$ cat config.mk
export PLATFORM = sky130hd
export DESIGN_NAME = ring_slot_decoder
export DESIGN_NICKNAME = d
export VERILOG_FILES = /design/src/rtl/ring_slot_decoder.sv
export SDC_FILE = /design/constraint.sdc
export NUM_CORES = 1
export LEC_CHECK = 0
export BUFFER_PORTS_ARGS = -buffer_cell sky130_fd_sc_hd__buf_2
export CAP_MARGIN = 5
export CORE_ASPECT_RATIO = 0.7
export CORE_MARGIN = 2
export CORE_UTILIZATION = 52
export CTS_CLUSTER_DIAMETER = 120
export DETAILED_ROUTE_END_ITERATION = 7
export PLACE_DENSITY = 0.88
export SKIP_LAST_GASP = 1
export SLEW_MARGIN = 15
export SYNTH_ARGS = -nofsm -noshare
export SYNTH_HDL_FRONTEND = slang
export SYNTH_SLANG_ARGS = --single-unit
$ cat constraint.sdc
create_clock -name clk -period 3.6 [get_ports clk]
set_input_delay 0.18 -clock clk [delete_from_list [all_inputs] [get_ports clk]]
set_output_delay 0.18 -clock clk [all_outputs]
set_load 0.01 [all_outputs]
$ cat src/rtl/ring_slot_decoder.sv
// Decodes a stride-spaced one-hot ring vector to a slot index, tracks
// step/lap progress, judges button presses and latches protocol errors.
module ring_slot_decoder #(
    parameter int WIDTH  = 15,
    parameter int STRIDE = 3,
    parameter int SLOTS  = 5,
    parameter int LAP_W  = 8
) (
    input  logic             clk,
    input  logic             rst_n,
    input  logic             en,
    input  logic [WIDTH-1:0] ring_in,
    input  logic [2:0]       tgt_slot,
    input  logic             hit_btn,
    input  logic             err_clr,
    output logic [2:0]       pos_idx,
    output logic             pos_valid,
    output logic             step,
    output logic             lap_pulse,
    output logic [LAP_W-1:0] lap_cnt,
    output logic             hit,
    output logic             miss,
    output logic             err_sticky
);

    typedef enum logic {
        UNSYNCED = 1'b0,
        SYNCED   = 1'b1
    } state_e;

    localparam logic [WIDTH-1:0] ONE     = WIDTH'(1);
    localparam logic [2:0]       LAST    = 3'(SLOTS - 1);
    localparam logic [2:0]       NSLOTS  = 3'(SLOTS);
    localparam logic [LAP_W-1:0] LAP_MAX = '1;

    state_e           state_q, state_d;
    logic [2:0]       pos_q, pos_d;
    logic             valid_q, valid_d;
    logic             step_q, step_d;
    logic             lap_q, lap_d;
    logic [LAP_W-1:0] cnt_q, cnt_d;
    logic             hit_q, hit_d;
    logic             miss_q, miss_d;
    logic             err_q, err_d;

    logic       legal;
    logic [2:0] k_idx;
    logic [2:0] pos_inc;
    logic       set_err;

    always_comb begin
        legal = 1'b0;
        k_idx = '0;
        for (int k = 0; k < SLOTS; k++) begin
            if (ring_in == (ONE << (k * STRIDE))) begin
                legal = 1'b1;
                k_idx = 3'(k);
            end
        end
    end

    // Successor wraps at SLOTS, not at the 3-bit boundary
    assign pos_inc = (pos_q == LAST) ? 3'd0 : pos_q + 3'd1;

    always_comb begin
        state_d = state_q;
        pos_d   = pos_q;
        valid_d = valid_q;
        step_d  = 1'b0;
        lap_d   = 1'b0;
        cnt_d   = cnt_q;
        set_err = 1'b0;
        if (en) begin
            if (!legal) begin
                valid_d = 1'b0;
                set_err = 1'b1;
                state_d = UNSYNCED;
            end else begin
                unique case (state_q)
                    UNSYNCED: begin
                        pos_d   = k_idx;
                        valid_d = 1'b1;
                        state_d = SYNCED;
                    end
                    SYNCED: begin
                        if (k_idx == pos_inc) begin
                            pos_d  = k_idx;
                            step_d = 1'b1;
                            if (k_idx == 3'd0) begin
                                lap_d = 1'b1;
                                if (cnt_q != LAP_MAX)
                                    cnt_d = cnt_q + 1'b1;
                            end
                        end else if (k_idx != pos_q) begin
                            pos_d   = k_idx;
                            set_err = 1'b1;
                        end
                    end
                    default: state_d = UNSYNCED;
                endcase
            end
        end
        hit_d  = hit_btn && valid_q && (tgt_slot < NSLOTS)
                 && (pos_q == tgt_slot);
        miss_d = hit_btn && !hit_d;
        err_d  = set_err | (err_q & ~err_clr);
    end

    always_ff @(posedge clk) begin
        if (!rst_n) begin
            state_q <= UNSYNCED;
            pos_q   <= '0;
            valid_q <= 1'b0;
            step_q  <= 1'b0;
            lap_q   <= 1'b0;
            cnt_q   <= '0;
            hit_q   <= 1'b0;
            miss_q  <= 1'b0;
            err_q   <= 1'b0;
        end else begin
            state_q <= state_d;
            pos_q   <= pos_d;
            valid_q <= valid_d;
            step_q  <= step_d;
            lap_q   <= lap_d;
            cnt_q   <= cnt_d;
            hit_q   <= hit_d;
            miss_q  <= miss_d;
            err_q   <= err_d;
        end
    end

    assign pos_idx    = pos_q;
    assign pos_valid  = valid_q;
    assign step       = step_q;
    assign lap_pulse  = lap_q;
    assign lap_cnt    = cnt_q;
    assign hit        = hit_q;
    assign miss       = miss_q;
    assign err_sticky = err_q;

endmodule

# Word level (Yosys, flattened, before mapping)
# Cells that the tools add are included.
[classes] add_sub_neg=2 n_eq_ne=12 n_reduce_logical=11 bitwise=4 magnitude_cmp=1 shift=0 n_mul=0 div=0 muxes=23
[ops] op="$mux 3" n=6
[ops] op="$mux 1" n=16
[ops] op="$eq 15x1->1 const B" n=1
[ops] op="$eq 15x10->1 const B" n=1
[ops] op="$eq 15x13->1 const B" n=1
[ops] op="$eq 15x4->1 const B" n=1
[ops] op="$eq 15x7->1 const B" n=1
[ops] op="$add 8x1->8 const B" n=1
[ops] op="$ne 8x8->1 const B" n=1
[ops] op="$eq 3x3->1" n=2
[ops] op="$pmux 3 s2" n=1
[ops] op="$reduce_and 6->1" n=1
[ops] op="$reduce_and 5->1" n=1
[ops] op="$logic_and 1x1->1" n=4
[ops] op="$reduce_and 4->1" n=1
[ops] op="$add 3x1->3 const B" n=1
[ops] op="$eq 3x3->1 const B" n=1
[ops] op="$logic_not 3->1" n=1
[ops] op="$lt 3x3->1 const B" n=1
[ops] op="$ne 3x1->1 const B" n=1
[ops] op="$ne 3x3->1" n=1
[ops] op="$reduce_and 3->1" n=1
[ops] op="$ne 2x2->1 const B" n=1
[ops] op="$not 1->1" n=2
[ops] op="4 further kinds" n=4
[word_totals] elab_cells=62 out_inout_bits=17 ramBits=0 n_memories=0 romBits=0 in_bits=23 latch_bits=0 regBits=18

# Depth between registers and ports, before layout
# Gate-level depths: netlist (run 1).
[logic_depth] ltp_word=12 mapped_depth=9 ltp_nobuf=8

# Worst setup path after synthesis (run 1)
# OpenSTA, ideal clock, no wires.
[synth_path] path_type="flip-flop to flip-flop" from="register pos_q[0], in the netlist pos_idx[0]" to="register cnt_q[6], in the netlist lap_cnt[6]" required_time_ns=3.485 arrival_time_ns=1.864 setup_time_ns=0.115 slack_ns=1.622 path_buffers=1 synth_period_minus_slack_ns=1.978 path_stages_with_launch=10 path_cell_list="dfxtp_1 -> inv_1 -> ha_1 -> a21oi_1 -> or3_1 -> and4_1 -> nand4_2 -> buf_6 -> o31a_1 -> o21a_1"
[synth_via] elab_chain_cells=4 elab_cells_between_ends=5 cone_classes="add/sub: 1; eq/ne: 2; mux: 1; reduce/logical: 1"
[synth_lines] item="start: declaration" line="37" source="logic [2:0] pos_q, pos_d;"
[synth_lines] item="start signal: assignment" line="122" source="pos_q <= pos_d;"
[synth_lines] item="$add 3x1->3 or $eq 3x3->1 (tied branches)" line="63" source="assign pos_inc = (pos_q == LAST) ? 3'd0 : pos_q + 3'd1;"
[synth_lines] item="$mux 3 *" line="63"
[synth_lines] item="$eq 3x3->1 *" line="86" source="if (k_idx == pos_inc) begin"
[synth_lines] item="$reduce_and 6->1 (no source line) *"
[synth_lines] item="end signal: assignment" line="126" source="cnt_q <= cnt_d;"
[synth_lines] item="end: declaration" line="41" source="logic [LAP_W-1:0] cnt_q, cnt_d;"
# Mark *: on every way between the ends. The rest lies on a longest branch, timed or not.
# A chain may end at the register's enable or synchronous reset.

# Worst setup path after layout (run 1)
[layout_path] from="register pos_q[0], in the netlist pos_idx[0]" to="register cnt_q[7], in the netlist lap_cnt[7]"
# The elaborated chain is that of the path after synthesis.

==> out/summary.txt, run 1 <==
CORE AREA = 0.001936 mm2
fin crit period = 2.289 ns
PostCTS Resize Cnt = 0
Total GRT Usage = 0.2222
Worst Path Arrival = 2.51 ns
most frequent cells in the layout = buf_2 (39), dfxtp_1 (18), nor2_1 (15)
total congestion overflow = 0
Layout area overhead = 20.79%
maximum VDD drop = 242.0 uV
dpl ws = 1.337 ns
placed cell areas = 0.001315 mm2
Setup TNS = 0 ns
Hold WC Path Type = in2reg
ys async rst share = 0
final hold violation count = 0
met3 GRT Util = 0.05556
Setup violations, final = 0
CP peak stage delay = 0.48 ns
DRT Wirelength = 2672 um
hold_ws = 0.1219 ns
Setup crit start kind = register
root buf cell = clkbuf_4
# IOs = 40
vias per cell = 5.733
GP Congestion = 0.8907
drc violations = 0
row count = 13
CTS buffer count = 3
Cell variety after synth = 40
Die X-Extent = 59.16 um
crit end category = register
Clock Pin Slew Worst Setup and Hold Paths = 0.09 ns
Clock Skews = 0.005541 ns
max_cap viols = 0
worst skew pair latency = 0.29 ns
Setup Fix Bufs, Post-CTS = 0
clock sinks = 18
Post-Syn Nets = 166
CP top delay family = simple AND/OR/NAND/NOR gates
RSZ-0062 raised after global routing = false
fin area = 0.001338 mm2
1st-pass router iterations = 4
TritonCTS clock tree = built
status = complete, no violations
Max-Slew Margin vs Limit = 0.7368
top-area cell type share of the netlist area = 0.3254
Syn Area/Cell = 7.909 um2
synth warn = 0
worst endpoint required time = 3.83 ns
commonest non-fill, non-tap cell in the layout = buf_2
Seq/Total Area, Yosys = 0.3254
clock buffer depth = 2
CP max stage cell = dfxtp_1
largest area contributor in the netlist = dfxtp_1
hold_buf cts = 0
Chip Height = 42.61 um
Max FO, Critical Path = 13
Nets = 208
Die ar. = 0.002521 mm2
ANT cells = 0
Starting Density = 0.5721
largest net degree at the start of global routing = 14
WS Path Type = reg2reg
Pwr Total = 342.7 uW
Main synth FF type = dfxtp_1
Leakage = 0.0005350 uW
Final WS setup = 1.311 ns
vias in the first global route = 1024
GRT Max-Usage Layer = met2
number of enable flip-flop cells after synthesis = 0
1st-iter DRT viols = 57
Pwr Density = 256.2 mW/mm2
CTS HTree Levels = 1
first-pass GRT wire length = 4333 um
M2 GR Usage = 0.4000
final slew viol count = 0
synthesized area = 0.001107 mm2
reg2reg setup slack = 1.31 ns
WP buf/inv = 1
measured slew at the worst slew-check pin = 0.3922 ns
Vias = 1158
crit path cell chain = inv_1 > ha_1 > a21oi_1 > or3_1 > and4_1 > nand4_2 > or4_1 > a21oi_1
WL/cell = 13.23 um
ranking of synthesized cells by area = dfxtp_1 (33%), a21oi_1 (5.4%), nor2_1 (5.1%), nand3_1 (5.0%), nor3_1 (4.1%)
most frequent cell on the critical path = a21oi_1
Max Freq = 436.9 MHz
initial antenna violation count = 0
port buffer count = 39
Synth Register Bits = 18
GR met1 Demand/Resource = 0.2673
share of post-route cells with drive strength above 1 = 0.2778
DP HPWL = 2133 um
cell count after synthesis = 140
Final Cycle Share = 0.6358
Routed Antenna Nets = 0
-- routing by layer --
metal / wire, um / vias to the layer above / part of all wire
met5: 0 / - / 0
met4: 19 / 0 / 0.0071
met3: 130 / 4 / 0.049
met2: 1318 / 39 / 0.49
met1: 1204 / 524 / 0.45
li1: - / 591 / -
-- path summary, 6_finish.rpt --
check / from / end / depth (start not counted)
max reg2reg: pos_idx[0] / lap_cnt[7] / 8
min reg2reg: state_q / state_q / 2
min: hit_btn / miss / 2
max: pos_idx[0] / lap_cnt[7] / 8
-- Yosys cell counts (2+ instances only) --
master   count
a21oi_1     12
dfxtp_1     18
ha_1         3
inv_1        5
nand2_1     12
nand3_1     11
nor2_1      15
nor3_1       9
nor4_4       2
o21a_1       2
o21ai_0      4
o21ai_1      8
or3_1        6
xnor2_1      4
xor2_1       4
-- per-stage QoR --
stage                     std cells  utilization
final                           202       0.6910
after global routing            202       0.6910
after CTS                       202       0.6910
after detailed placement        199       0.6794
after global placement          199       0.6794
after floorplan                 140            -
-- flip-flops by register name (all words and copies together) (netlist names) --
signal,cells
err_sticky,1
hit,1
lap_cnt,8
lap_pulse,1
miss,1
pos_idx,3
pos_valid,1
state_q,1
step,1
-- where the power goes --
group	internal [uW]	leakage (uW)	switching [uW]
combinational	18.1	0.000375	24.7
clock	39.0	0.0000138	58.1
sequential	201	0.000146	1.37
total	258	0.000535	84.2
-- cell families after synthesis --
logic type / Yosys count / share of synthesized area
flops: 18 / 0.3254
xor+xnor: 9 / 0.07796
compound gates: 32 / 0.1672
buf+inv: 9 / 0.03728
mux: 1 / 0.009040
fa+ha+maj: 3 / 0.03390
simple gates: 68 / 0.3492
-- cell type report --
type,count,area (um2)
Inverter,7,26.28
Timing Repair Buffer,39,195.2
Clock buffer,3,22.52
Sequential cell,18,360.3
Tap cell,22,27.53
Fill cell,158,598.1
Multi-Input combinational cell,113,705.7
No activity file was read; power rests on OpenSTA's default activity.
==> run 2, diff against run 1 <==
--- a/config.mk
+++ b/config.mk
@@ -9,10 +9,10 @@
 export CAP_MARGIN = 5
 export CORE_ASPECT_RATIO = 0.7
 export CORE_MARGIN = 2
-export CORE_UTILIZATION = 52
+export CORE_UTILIZATION = 48
 export CTS_CLUSTER_DIAMETER = 120
 export DETAILED_ROUTE_END_ITERATION = 7
-export PLACE_DENSITY = 0.88
+export PLACE_DENSITY = 0.83
 export SKIP_LAST_GASP = 1
 export SLEW_MARGIN = 15
 export SYNTH_ARGS = -nofsm -noshare
==> constraint.sdc (replaced) <==
create_clock -name clk -period 2.2 [get_ports clk]
set_input_delay 0.11 -clock clk [delete_from_list [all_inputs] [get_ports clk]]
set_output_delay 0.11 -clock clk [all_outputs]
set_load 0.01 [all_outputs]
==> run 2 against run 1 <==
  * Clock skew shrank 0.0040 ns
  * Non-clock buffer count grew 3
  * Die area grew 7.6%
  * Hold slack lost 0.073 ns
  * Flip-flop and latch count is the same
  * Utilization shrank 4.9 points
  * Fmax grew 10%
  * Worst setup slack lost 1.2 ns
  * Final cell count grew 6.9%
  * Combinational power grew 62%
  * Critical path depth is the same
  * Register-to-register slack lost 1.2 ns
  * Critical endpoint unchanged
  * Highest routed layer unchanged
==> out/summary.txt, run 2 (synthesized netlist as in run 1, its figures left out) <==
CTS HTree Levels = 1
Layout area overhead = 25.99%
final core occ = 0.6423
clock buffer depth = 2
status = complete, no violations
DP HPWL = 2060 um
worst endpoint required time = 2.43 ns
Chip Height = 44.19 um
CTS buffer count = 3
root buf cell = clkbuf_4
Total GRT Usage = 0.2304
largest net degree at the start of global routing = 12
total congestion overflow = 0
# fillers = 201
Setup Fix Bufs, Post-CTS = 0
Leakage = 0.0005574 uW
Die X-Extent = 61.41 um
DRT Wirelength = 2610 um
first-pass GRT wire length = 4678 um
HP Start = hit_btn
Cells after DPL = 212
Vias = 1159
drc violations = 0
initial antenna violation count = 0
hold_buf cts = 0
vias in the first global route = 1080
Largest register FFs = 8
Final Cycle Share = 0.9423
Starting Density = 0.5098
Max-Slew Margin vs Limit = 0.7328
CORE AREA = 0.002172 mm2
share of post-route cells with drive strength above 1 = 0.2935
TritonCTS clock tree = built
crit end category = register
worst skew pair latency = 0.29 ns
commonest non-fill, non-tap cell in the layout = buf_2
most frequent cells in the layout = buf_2 (39), dfxtp_1 (18), nor2_1 (15)
Clock Pin Slew Worst Setup and Hold Paths = 0.10 ns
max_cap viols = 0
measured slew at the worst slew-check pin = 0.3977 ns
Clock Skews = 0.001558 ns
final hold violation count = 0
Worst Path Arrival = 2.30 ns
Setup crit start kind = register
PostCTS Resize Cnt = 0
Pwr Density = 433.5 mW/mm2
Pwr Total = 604.8 uW
Setup TNS = 0 ns
RSZ-0062 raised after global routing = false
maximum VDD drop = 306.6 uV
fin crit period = 2.073 ns
ANT cells = 0
Nets = 211
Max FO, Critical Path = 11
Setup violations, final = 0
1st-pass router iterations = 4
dpl ws = 0.06588 ns
GP Congestion = 0.8860
Final WS setup = 0.1270 ns
Routed Antenna Nets = 0
Critical Path Start = pos_idx[0]
WL/cell = 12.08 um
clock sinks = 18
port buffer count = 39
vias per cell = 5.366
r2r startpoint = pos_idx[0]
WS Path Type = reg2reg
# IOs = 40
Die ar. = 0.002713 mm2
final non-filler cell total = 216
1st-iter DRT viols = 103
row count = 14
final slew viol count = 0
Hold WC Path Type = in2reg
Max Freq = 482.4 MHz
## run 2: cell types whose count changed in the layout (fill, tap and decap cells not counted)
cell / before / now
buf_4: 0 / 3
clkbuf_8: 0 / 1
nand4_2: 1 / 0
nand4_4: 0 / 1
## run 2: area by class of cell
cell class / count / area, um2 / share of cell area
Multi-Input combinational cell: 113 / 714.4 / 0.5121
Sequential cell: 18 / 360.3 / 0.2583
Timing Repair Buffer: 42 / 217.7 / 0.1561
Tap cell: 32 / 40.04 / 0.02870
Clock buffer: 4 / 36.28 / 0.02601
Inverter: 7 / 26.28 / 0.01883
## run 2: worst paths after layout
kind	end	slack, ns	cells past startpoint
setup / recovery	lap_cnt[7]	0.13	8
hold / removal	miss	0.05	2
setup reg to reg	lap_cnt[7]	0.13	8
hold reg to reg	lap_cnt[1]	0.51	2
## run 2: per-layer routing
metal | wire, um | global-route usage | up-vias
met5 | 0 | 0 | -
met2 | 1257 | 0.3957 | 36
met4 | 20 | 0.04255 | 0
met3 | 157 | 0.07310 | 4
met1 | 1174 | 0.2867 | 523
li1 | - | - | 596
## run 2: power breakdown
part	switching (uW)	leakage [uW]	internal [uW]
Sequential	2.09	0.000146	330
Combinational	39.7	0.000391	29.6
Clock	103	0.0000210	101
Total	145	0.000557	460
## run 2: stage by stage
stage | area (um2) | hold WS (ns)
3_5_place_dp | 1350 | 0.3610
2_1_floorplan | 1107 | 0.2258
4_1_cts | 1386 | 0.04069
3_3_place_gp | 1350 | 0.3520
6_report | 1395 | 0.04909
5_1_grt | 1395 | 0.04192
## run 2: worst max-delay path, stage by stage (launching register included)
cell and delay (ns):
dfxtp_1 0.36, inv_1 0.06, ha_1 0.21, a21oi_1 0.22, or3_1 0.15, and4_1 0.23
nand4_4 0.18, or4_1 0.43, a21oi_1 0.16
